==> src/rtl/nip_window_if.sv <==
// Handshake bundle between the row-buffer controller, the window generator and
// the neighbourhood-processing core. master = window generator, slave = environment.
interface nip_window_if #(
    parameter int unsigned PIXEL_W = 8,
    parameter int unsigned K       = 3,
    parameter int unsigned IMG_W   = 16,
    parameter int unsigned IMG_H   = 16
);
    localparam int unsigned SLICE_W = K * PIXEL_W;
    localparam int unsigned WIN_W   = K * SLICE_W;
    localparam int unsigned COL_W   = (IMG_W > 1) ? $clog2(IMG_W) : 1;
    localparam int unsigned ROW_W   = (IMG_H > 1) ? $clog2(IMG_H) : 1;

    // Column-slice stream from the row buffer
    logic               rb_valid;
    logic               rb_ready;
    logic [SLICE_W-1:0] rb_data;

    // Window stream to the processing core
    logic               win_valid;
    logic               win_ready;
    logic [WIN_W-1:0]   win_data;
    logic [COL_W-1:0]   win_col;
    logic [ROW_W-1:0]   win_row;

    modport master (
        input  rb_valid, rb_data, win_ready,
        output rb_ready, win_valid, win_data, win_col, win_row
    );

    modport slave (
        output rb_valid, rb_data, win_ready,
        input  rb_ready, win_valid, win_data, win_col, win_row
    );
endinterface

==> src/rtl/nip_window_gen.sv <==
// K x K window generator: assembles windows from steered column slices and
// delivers them through a 2-entry in-order output queue.
module nip_window_gen #(
    parameter int unsigned PIXEL_W = 8,
    parameter int unsigned IMG_W   = 16,
    parameter int unsigned IMG_H   = 16,
    parameter int unsigned K       = 3
) (
    input  logic          clk,
    input  logic          rst,
    input  logic          start,
    output logic          done,
    nip_window_if.master  win_if
);
    localparam int unsigned SLICE_W = K * PIXEL_W;
    localparam int unsigned WIN_W   = K * SLICE_W;
    localparam int unsigned COL_W   = (IMG_W > 1) ? $clog2(IMG_W) : 1;
    localparam int unsigned ROW_W   = (IMG_H > 1) ? $clog2(IMG_H) : 1;
    localparam int unsigned HIST_N  = K - 1;

    typedef enum logic [1:0] {
        S_IDLE   = 2'd0,
        S_STREAM = 2'd1,
        S_DRAIN  = 2'd2,
        S_DONE   = 2'd3
    } state_t;

    state_t             state_q, state_d;
    logic [COL_W-1:0]   col_q, col_d;
    logic [ROW_W-1:0]   row_q, row_d;
    logic [SLICE_W-1:0] hist_q [HIST_N];
    logic [SLICE_W-1:0] hist_d [HIST_N];
    logic [WIN_W-1:0]   qdata_q [2];
    logic [WIN_W-1:0]   qdata_d [2];
    logic [COL_W-1:0]   qcol_q [2];
    logic [COL_W-1:0]   qcol_d [2];
    logic [ROW_W-1:0]   qrow_q [2];
    logic [ROW_W-1:0]   qrow_d [2];
    logic [1:0]         cnt_q, cnt_d;
    logic               rb_ready_q, rb_ready_d;
    logic               win_valid_q, win_valid_d;
    logic               done_q, done_d;

    logic [SLICE_W-1:0] cols [K];
    logic [WIN_W-1:0]   win_new;
    logic [COL_W-1:0]   col_tag;
    logic               accept;
    logic               emit;
    logic               pop;

    // Handshake qualifiers; a start pulse pre-empts both transfers
    assign accept  = (state_q == S_STREAM) && rb_ready_q && win_if.rb_valid && !start;
    assign emit    = accept && (col_q >= COL_W'(K - 1));
    assign pop     = win_valid_q && win_if.win_ready && !start;
    assign col_tag = col_q - COL_W'(K - 1);

    // Candidate window: K-1 stored columns on the left, incoming slice on the right
    always_comb begin
        for (int j = 0; j < int'(HIST_N); j++) begin
            cols[j] = hist_q[j];
        end
        cols[K-1] = win_if.rb_data;
        win_new   = '0;
        for (int r = 0; r < int'(K); r++) begin
            for (int c = 0; c < int'(K); c++) begin
                win_new[(r*K + c)*PIXEL_W +: PIXEL_W] = cols[c][r*PIXEL_W +: PIXEL_W];
            end
        end
    end

    // Next-state: frame sequencing, column/row tracking, shift register and queue
    always_comb begin
        state_d = state_q;
        col_d   = col_q;
        row_d   = row_q;
        hist_d  = hist_q;
        qdata_d = qdata_q;
        qcol_d  = qcol_q;
        qrow_d  = qrow_q;
        cnt_d   = cnt_q;

        unique case (state_q)
            S_IDLE, S_DONE: begin
                if (start) begin
                    state_d = S_STREAM;
                    col_d   = '0;
                    row_d   = '0;
                    cnt_d   = '0;
                end
            end
            S_STREAM, S_DRAIN: begin
                if (start) begin
                    // Restart: drop queued windows, slice on the bus is ignored
                    state_d = S_STREAM;
                    col_d   = '0;
                    row_d   = '0;
                    cnt_d   = '0;
                end else begin
                    if (accept) begin
                        for (int j = 0; j < int'(HIST_N); j++) begin
                            hist_d[j] = cols[j+1];
                        end
                        if (col_q == COL_W'(IMG_W - 1)) begin
                            col_d = '0;
                            if (row_q == ROW_W'(IMG_H - K)) begin
                                state_d = S_DRAIN;
                            end else begin
                                row_d = row_q + ROW_W'(1);
                            end
                        end else begin
                            col_d = col_q + COL_W'(1);
                        end
                    end

                    // Slot 0 is always the queue head
                    case ({emit, pop})
                        2'b10: begin
                            if (cnt_q == 2'd0) begin
                                qdata_d[0] = win_new;
                                qcol_d[0]  = col_tag;
                                qrow_d[0]  = row_q;
                            end else begin
                                qdata_d[1] = win_new;
                                qcol_d[1]  = col_tag;
                                qrow_d[1]  = row_q;
                            end
                            cnt_d = cnt_q + 2'd1;
                        end
                        2'b01: begin
                            qdata_d[0] = qdata_q[1];
                            qcol_d[0]  = qcol_q[1];
                            qrow_d[0]  = qrow_q[1];
                            cnt_d      = cnt_q - 2'd1;
                        end
                        2'b11: begin
                            if (cnt_q == 2'd1) begin
                                qdata_d[0] = win_new;
                                qcol_d[0]  = col_tag;
                                qrow_d[0]  = row_q;
                            end else begin
                                qdata_d[0] = qdata_q[1];
                                qcol_d[0]  = qcol_q[1];
                                qrow_d[0]  = qrow_q[1];
                                qdata_d[1] = win_new;
                                qcol_d[1]  = col_tag;
                                qrow_d[1]  = row_q;
                            end
                        end
                        default: ;
                    endcase

                    if ((state_q == S_DRAIN) && (cnt_d == 2'd0)) begin
                        state_d = S_DONE;
                    end
                end
            end
            default: state_d = S_IDLE;
        endcase

        rb_ready_d  = (state_d == S_STREAM) && (cnt_d < 2'd2);
        win_valid_d = (cnt_d != 2'd0);
        done_d      = (state_d == S_DONE);
    end

    // State and output registers
    always_ff @(posedge clk or posedge rst) begin
        if (rst) begin
            state_q     <= S_IDLE;
            col_q       <= '0;
            row_q       <= '0;
            cnt_q       <= '0;
            rb_ready_q  <= 1'b0;
            win_valid_q <= 1'b0;
            done_q      <= 1'b0;
            for (int j = 0; j < int'(HIST_N); j++) begin
                hist_q[j] <= '0;
            end
            for (int i = 0; i < 2; i++) begin
                qdata_q[i] <= '0;
                qcol_q[i]  <= '0;
                qrow_q[i]  <= '0;
            end
        end else begin
            state_q     <= state_d;
            col_q       <= col_d;
            row_q       <= row_d;
            cnt_q       <= cnt_d;
            rb_ready_q  <= rb_ready_d;
            win_valid_q <= win_valid_d;
            done_q      <= done_d;
            hist_q      <= hist_d;
            qdata_q     <= qdata_d;
            qcol_q      <= qcol_d;
            qrow_q      <= qrow_d;
        end
    end

    assign win_if.rb_ready  = rb_ready_q;
    assign win_if.win_valid = win_valid_q;
    assign win_if.win_data  = qdata_q[0];
    assign win_if.win_col   = qcol_q[0];
    assign win_if.win_row   = qrow_q[0];
    assign done             = done_q;
endmodule

==> src/flat_wrapper.sv <==
// flat-port wrapper written by rule: the top's interface ports become plain ports
module nip_window_gen_flat 
#(
    parameter int unsigned PIXEL_W = 8,
    parameter int unsigned IMG_W   = 16,
    parameter int unsigned IMG_H   = 16,
    parameter int unsigned K       = 3
)
  (clk, rst, start, done, win_if_rb_valid, win_if_rb_data, win_if_win_ready, win_if_rb_ready, win_if_win_valid, win_if_win_data, win_if_win_col, win_if_win_row);
  nip_window_if #(.PIXEL_W(PIXEL_W), .K(K), .IMG_W(IMG_W), .IMG_H(IMG_H)) win_if_i ();
  input  logic clk;
  input  logic rst;
  input  logic start;
  output logic done;
  input wire logic [$bits(win_if_i.rb_valid)-1:0] win_if_rb_valid;
  input wire logic [$bits(win_if_i.rb_data)-1:0] win_if_rb_data;
  input wire logic [$bits(win_if_i.win_ready)-1:0] win_if_win_ready;
  output wire logic [$bits(win_if_i.rb_ready)-1:0] win_if_rb_ready;
  output wire logic [$bits(win_if_i.win_valid)-1:0] win_if_win_valid;
  output wire logic [$bits(win_if_i.win_data)-1:0] win_if_win_data;
  output wire logic [$bits(win_if_i.win_col)-1:0] win_if_win_col;
  output wire logic [$bits(win_if_i.win_row)-1:0] win_if_win_row;
  assign win_if_i.rb_valid = win_if_rb_valid;
  assign win_if_i.rb_data = win_if_rb_data;
  assign win_if_i.win_ready = win_if_win_ready;
  assign win_if_rb_ready = win_if_i.rb_ready;
  assign win_if_win_valid = win_if_i.win_valid;
  assign win_if_win_data = win_if_i.win_data;
  assign win_if_win_col = win_if_i.win_col;
  assign win_if_win_row = win_if_i.win_row;
  nip_window_gen #(.PIXEL_W(PIXEL_W), .IMG_W(IMG_W), .IMG_H(IMG_H), .K(K)) u_core (.clk(clk), .rst(rst), .start(start), .done(done), .win_if(win_if_i));
endmodule
==> config.mk <==
export PLATFORM = sky130hd
export DESIGN_NAME = nip_window_gen_flat
export DESIGN_NICKNAME = d
export VERILOG_FILES = /design/src/rtl/nip_window_if.sv /design/src/rtl/nip_window_gen.sv /design/src/flat_wrapper.sv
export SDC_FILE = /design/constraint.sdc
export NUM_CORES = 1
export LEC_CHECK = 0
export BUFFER_PORTS_ARGS = -buffer_cell sky130_fd_sc_hd__buf_4
export CAP_MARGIN = 10
export CORE_ASPECT_RATIO = 0.6
export CORE_MARGIN = 10
export CORE_UTILIZATION = 60
export DETAILED_ROUTE_END_ITERATION = 10
export PLACE_DENSITY = 0.82
export SLEW_MARGIN = 20
export SYNTH_ARGS = -nofsm -noshare
export SYNTH_HDL_FRONTEND = slang
export SYNTH_SLANG_ARGS = --single-unit
==> constraint.sdc <==
create_clock -name clk -period 16.4 [get_ports clk]
set_input_delay 1.64 -clock clk [delete_from_list [all_inputs] [get_ports clk]]
set_output_delay 1.64 -clock clk [all_outputs]
set_load 0.1 [all_outputs]
After elaboration in Yosys (flattened, before gate mapping). Index checks and enable logic that the tools add are counted. W data, S select, Z words.

Logic and storage cells: 104. Output and inout port bits: 83. Input bits: 29. Flip-flop bits (word level): 223.

Bitwise operators: 1. Reductions and logical operators: 22. Equal/unequal tests: 18. Add/sub/neg operators: 5. $lt $le $gt $ge: 2. Muxes and demuxes: 41.

Operators with widths (count): $mux W72 (4); $pmux W72 S3 (1); $pmux W72 S2 (1); $mux W4 (16); $pmux W4 S2 (4); $pmux W4 S3 (2); $mux W2 (10); $pmux W2 S2 (3); $eq A2 B2 Y1 const B (5); $add A4 B1 Y4 const B (2); $eq A2 B1 Y1 const B (4); $eq A4 B4 Y1 const B (2); $logic_and A1 B1 Y1 (8); $reduce_and A4 Y1 (2); $logic_not A2 Y1 (3); $ne A2 B2 Y1 const B (3); $ne A3 B2 Y1 const B (2); $reduce_and A5 Y1 (1); $ge A4 B2 Y1 const B (1); $reduce_bool A2 Y1 (2); $reduce_or A2 Y1 (2); $sub A4 B2 Y4 const B (1); $ne A3 B3 Y1 const B (1); $reduce_and A3 Y1 (1); 8 further kinds (8).

Longest topological paths before layout.
Depth in word-level cells: 16. Gate-level depth with buffers: 13. Gate-level depth less buffers: 11.

Least setup slack after synthesis. No wires, ideal clock.

Kind: input to register. From: in start. To: reg u_core.qdata_q[0] (netlist name). Arrival time: 3.557 ns. Buffers on the path: 4. Cell stages on the path: 10. Library setup time: 0.125 ns. Path slack: 12.719 ns. Required time: 16.275 ns. Path through: buf_4 or3_1 inv_1 ha_1 buf_2 a211oi_1 o211ai_1 buf_2 buf_2 mux2_2.

Word-level cells in the longest chain between the ends: 6. Elaborated cells on any way between the ends: 12. Classes of those cells: eq/ne: 4; mux: 1; bitwise: 1; reduce/logical: 6.

RTL lines: start, declared (line flat_wrapper.sv:13) `input logic start;`; $logic_not A1 Y1 (line nip_window_gen.sv:52, nip_window_gen.sv:54); $logic_and A1 B1 Y1 (line nip_window_gen.sv:52) `assign accept = (state_q == S_STREAM) && rb_ready_q && win_if.rb_valid && !start;`; $logic_and A1 B1 Y1 (line nip_window_gen.sv:53) `assign emit = accept && (col_q >= COL_W'(K - 1));`; $eq A2 B2 Y1 (line nip_window_gen.sv:116) `case ({emit, pop})`; $ne A2 B2 Y1 (no line) / $reduce_bool A2 Y1 (equally long branches); $reduce_and A5 Y1 (no line); end signal, assigned (line nip_window_gen.sv:192) `qdata_q <= qdata_d;`; end, declared (line nip_window_gen.sv:33) `logic [WIN_W-1:0] qdata_q [2];`.

Several ways; a longest one is shown, not always the timed one. A chain may end at the register's enable or synchronous reset.

Worst setup path after layout.
From: in win_if_rb_valid. To: reg u_core.qdata_q[16] (netlist name).

Word-level cells in the longest chain between the ends: 6. Elaborated cells on any way between the ends: 10. Classes of those cells: eq/ne: 4; mux: 1; reduce/logical: 5.

RTL lines: start, declared (line flat_wrapper.sv:15) `input wire logic [$bits(win_if_i.rb_valid)-1:0] win_if_rb_valid;`; $logic_and A1 B1 Y1 * (2 in series) (line nip_window_gen.sv:52); $logic_and A1 B1 Y1 * (line nip_window_gen.sv:53); $eq A2 B2 Y1 (line nip_window_gen.sv:116); $ne A2 B2 Y1 (no line) / $reduce_bool A2 Y1 (equally long branches); $reduce_and A5 Y1 (no line).

Mark *: on every way between the ends. The rest lies on a longest branch, timed or not.

==> results list <==
* Top fanout value on the critical path: 47
- Counting the fill cells in the layout gives 1205.
- Required time reported for the critical path endpoint: 16.77 ns
- The share of the Yosys chip area taken by registers is 0.5684.
- Io pins: 112
- EDFF count, synth: 0
- Number of buffers inserted by port buffering: 111
- Dividing the detail-routed wire length by the instance count gives 18.62 microns.
- The detail route stage leaves a number of antenna-violating nets equal to 0.
- The floorplan has 36 rows.
- After global routing the overflow that remains totals 0.
- Clock tree from TritonCTS: done
- Residual DRC count: 0
- The die covers 22050 sq um.
* YS warnings: 0
- The clock reaches the later pin of the worst-skew pair after 0.49 ns.
- The finished layout holds 1056 standard cells, fillers aside.
* Vertical die dimension: 119.1 microns
- In this run the mean area of a mapped cell was 11.94 sq um.
* # resized after CTS: 0
- Netlist area before placement: 9817 sq um
- Setup violations remaining at the end of the flow were counted as 0.
- Main flop type after synthesis: dfrtp_1
- Measured against its own limit, the worst slew margin works out to 0.3529.
* Element type at the critical path start: primary input
- Of the post-synthesis cell area, the dominant cell type holds 0.5684.
* Max-Cap Viols: 0
- Post-route standard cell area excluding fillers: 10890 sq um
- Clock skew on the completed layout was measured at 0.01007 ns.
* Proportion of layout cells with a drive suffix above 1: 0.3377
- Leading post-synthesis cells by instance count: dfrtp_1, mux2_2, nor2_1
- In this run, the number of DRC markers left after iteration 0 of detailed routing was 613.
* Chip width: 185.1 microns
- Prior to clock tree synthesis, the placed netlist has a worst setup slack of 11.77 ns.
- Number of CTS-inserted buffers: 21
* Global-route wire length before repair: 32340 microns
- In this run the number of H-tree levels came out at 1.
- Setup crit end kind: flip-flop
- Area of the core: 16130 sq um
* Vias: 6125
- HPWL Detailed: 12310 microns
* Count of final max-slew check failures: 0
- Instance count of the mapped netlist: 822
* Arrival time reported for the critical path endpoint: 4.51 ns
* Number of buffers between clock root and the deepest sink: 3
- Most numerous cell on the critical path: buf_4
- Leading area contributor after synthesis: dfrtp_1
- Relative to the synthesized area, the layout overhead comes to 10.92%.
- After synthesis, the cell types taking the most area are dfrtp_1, mux2_2, buf_4.
- Walking the worst path, the cells encountered are buf_4 -> nand3_1 -> or3_1 -> inv_1 -> ha_1 -> a211oi_1 -> o211ai_1 -> buf_4 -> buf_4 -> mux2_2.
- Dividing the final minimum period by the clock period gives 0.2522.
- Global routing usage summed across all routing layers: 0.1772
- After clock tree synthesis, the setup repair step added 0 buffers.
* Placer congestion estimate: 0.7809
* Count of buffer and inverter cells on the critical path: 4
* Count leader, synth: dfrtp_1
- Final critical-path required period: 4.136 ns
- Class of the most critical hold timing path: flip-flop to flip-flop
* Outcome: finished clean
- Post-synth net total: 865
- Number of antenna violations at the first check in global routing: 0
- The first detailed-routing pass took 5 iterations.
* Count of hold-fix buffers inserted at cts: 0
- In this run, placement finished with an instance count of 1019.
- CTS placed an instance of clkbuf_16 at the clock tree root.
- Area post-placement: 10150 sq um
* Number of nets in the layout: 876
- Starting density of the core: 0.6088
* Maximum number of pins on one net before global-route repair: 144
* Distinct cells, synth: 40
- Routed via count divided by cell count: 5.800
- Setup repair after global routing missed its margin: false
* Slew at the pin with the worst max-slew slack: 0.9706 ns
* Kind of cell adding the most delay to the critical path: buffers and inverters
- On the worst path, the slowest cell contributes a delay of 0.58 ns.
* CTS clock-pin slew for the worst setup and hold paths: 0.06 ns
- Highest Clock Rate: 241.8 MHz
* Critical-path top delay cell: buf_4
- Fraction of synthesis flops using an asynchronous set or reset pin: 1.000
- Number of clock sinks seen by CTS: 223
- Across all setup checks in the final design, the least slack found is 12.26 ns.
- Sum of routed wire length over all layers: 19670 microns
- Vias in the first global route: 6090
- Antenna diodes: 0
- Summed over all failing endpoints, the final setup total negative slack is 0 ns.
* Number of endpoints with negative hold slack in the final report: 0
- The worst setup path is of the primary input to flip-flop kind.
- Synthesis inferred 223 register bits.
==> per-layer routing <==
layer / vias to the layer above / wire, microns / share of wire / global-route usage
met2: 159 / 8744 / 0.44 / 0.2613
met5: - / 0 / 0 / 0
met4: 0 / 242 / 0.012 / 0.03488
li1: 2840 / - / - / -
met3: 20 / 1267 / 0.064 / 0.04554
met1: 3106 / 9410 / 0.48 / 0.2592
==> stage by stage <==
stage               hold slack (ns)    util
global placement             0.4619  0.6292
CTS                          0.4858  0.6753
finish                       0.4821  0.6753
detailed placement           0.4707  0.6292
global route                 0.5163  0.6753
floorplan                    0.4502       -
==> cell usage in the layout (no fill, tap or decap), types with 2 or more instances in the layout <==
cell type,n
o21ai_0,7
nand3_1,2
clkbuf_1,3
buf_4,119
mux2_2,125
bufinv_16,4
dfrtp_1,223
inv_1,14
nand2b_1,2
nand2_1,12
a211oi_1,3
nor3_1,3
or3_1,2
and3_1,2
xor2_1,3
clkbuf_16,21
clkbuf_8,4
o211ai_1,2
a31oi_1,3
nor2_1,89
clkinv_2,3
a22oi_1,80
a21oi_1,85
ha_1,14
==> final timing paths <==
| check | startpoint | end | slack, ns | cells after the start |
|---|---|---|---|---|
| setup / recovery | win_if_rb_valid | u_core.qdata_q[16] | 12.26 | 10 |
| hold / removal | u_core.qcol_q[2] | u_core.qcol_q[2] | 0.48 | 2 |
| setup reg to reg | u_core.state_q[1] | u_core.qdata_q[16] | 12.79 | 11 |
| hold reg to reg | u_core.qcol_q[2] | u_core.qcol_q[2] | 0.48 | 2 |
| max in group asynchronous | rst | u_core.cols[59] | 13.46 | 3 |
| min in group asynchronous | rst | u_core.win_if.win_data[17] | 1.36 | 2 |
==> final cells by class <==
| type | count | area, sq um | share of cell area |
|---|---|---|---|
| tap | 209 | 261.5 | 0.02401 |
| multi-input combinational | 452 | 3343 | 0.3070 |
| inverter | 16 | 67.56 | 0.006205 |
| sequential | 223 | 5580 | 0.5125 |
| timing repair buffer | 119 | 893.4 | 0.08204 |
| clock inverter | 9 | 151.4 | 0.01390 |
| clock buffer | 28 | 591.8 | 0.05435 |
==> worst register-to-register path, stage by stage, from the launching register on <==
cell      delay, ns
dfrtp_1        0.41
inv_1          0.09
ha_1           0.19
nand3_1        0.18
or3_1          0.46
inv_1          0.11
ha_1           0.33
a211oi_1       0.12
o211ai_1       0.11
buf_4          0.47
buf_4          0.58
mux2_2         0.44
==> sequential cells by signal (all words and copies together), names as in the netlist <==
name	cells
u_core.cnt_q	2
u_core.col_q	4
u_core.cols	48
u_core.done	1
u_core.qcol_q	4
u_core.qdata_q	72
u_core.qrow_q	4
u_core.row_q	4
u_core.state_q	2
u_core.win_if.rb_ready	1
u_core.win_if.win_col	4
u_core.win_if.win_data	72
u_core.win_if.win_row	4
u_core.win_if.win_valid	1
==> logic make-up after synthesis <==
group / synth area share
compound gates: 0.1227
xor+xnor: 0.003569
fa+ha+maj: 0.01784
buf+inv: 0.09189
flops: 0.5684
mux: 0.1444
simple gates: 0.05111
Power is not shown: default switching activity piles up to over one toggle a cycle in this logic, so the estimate is an artifact.
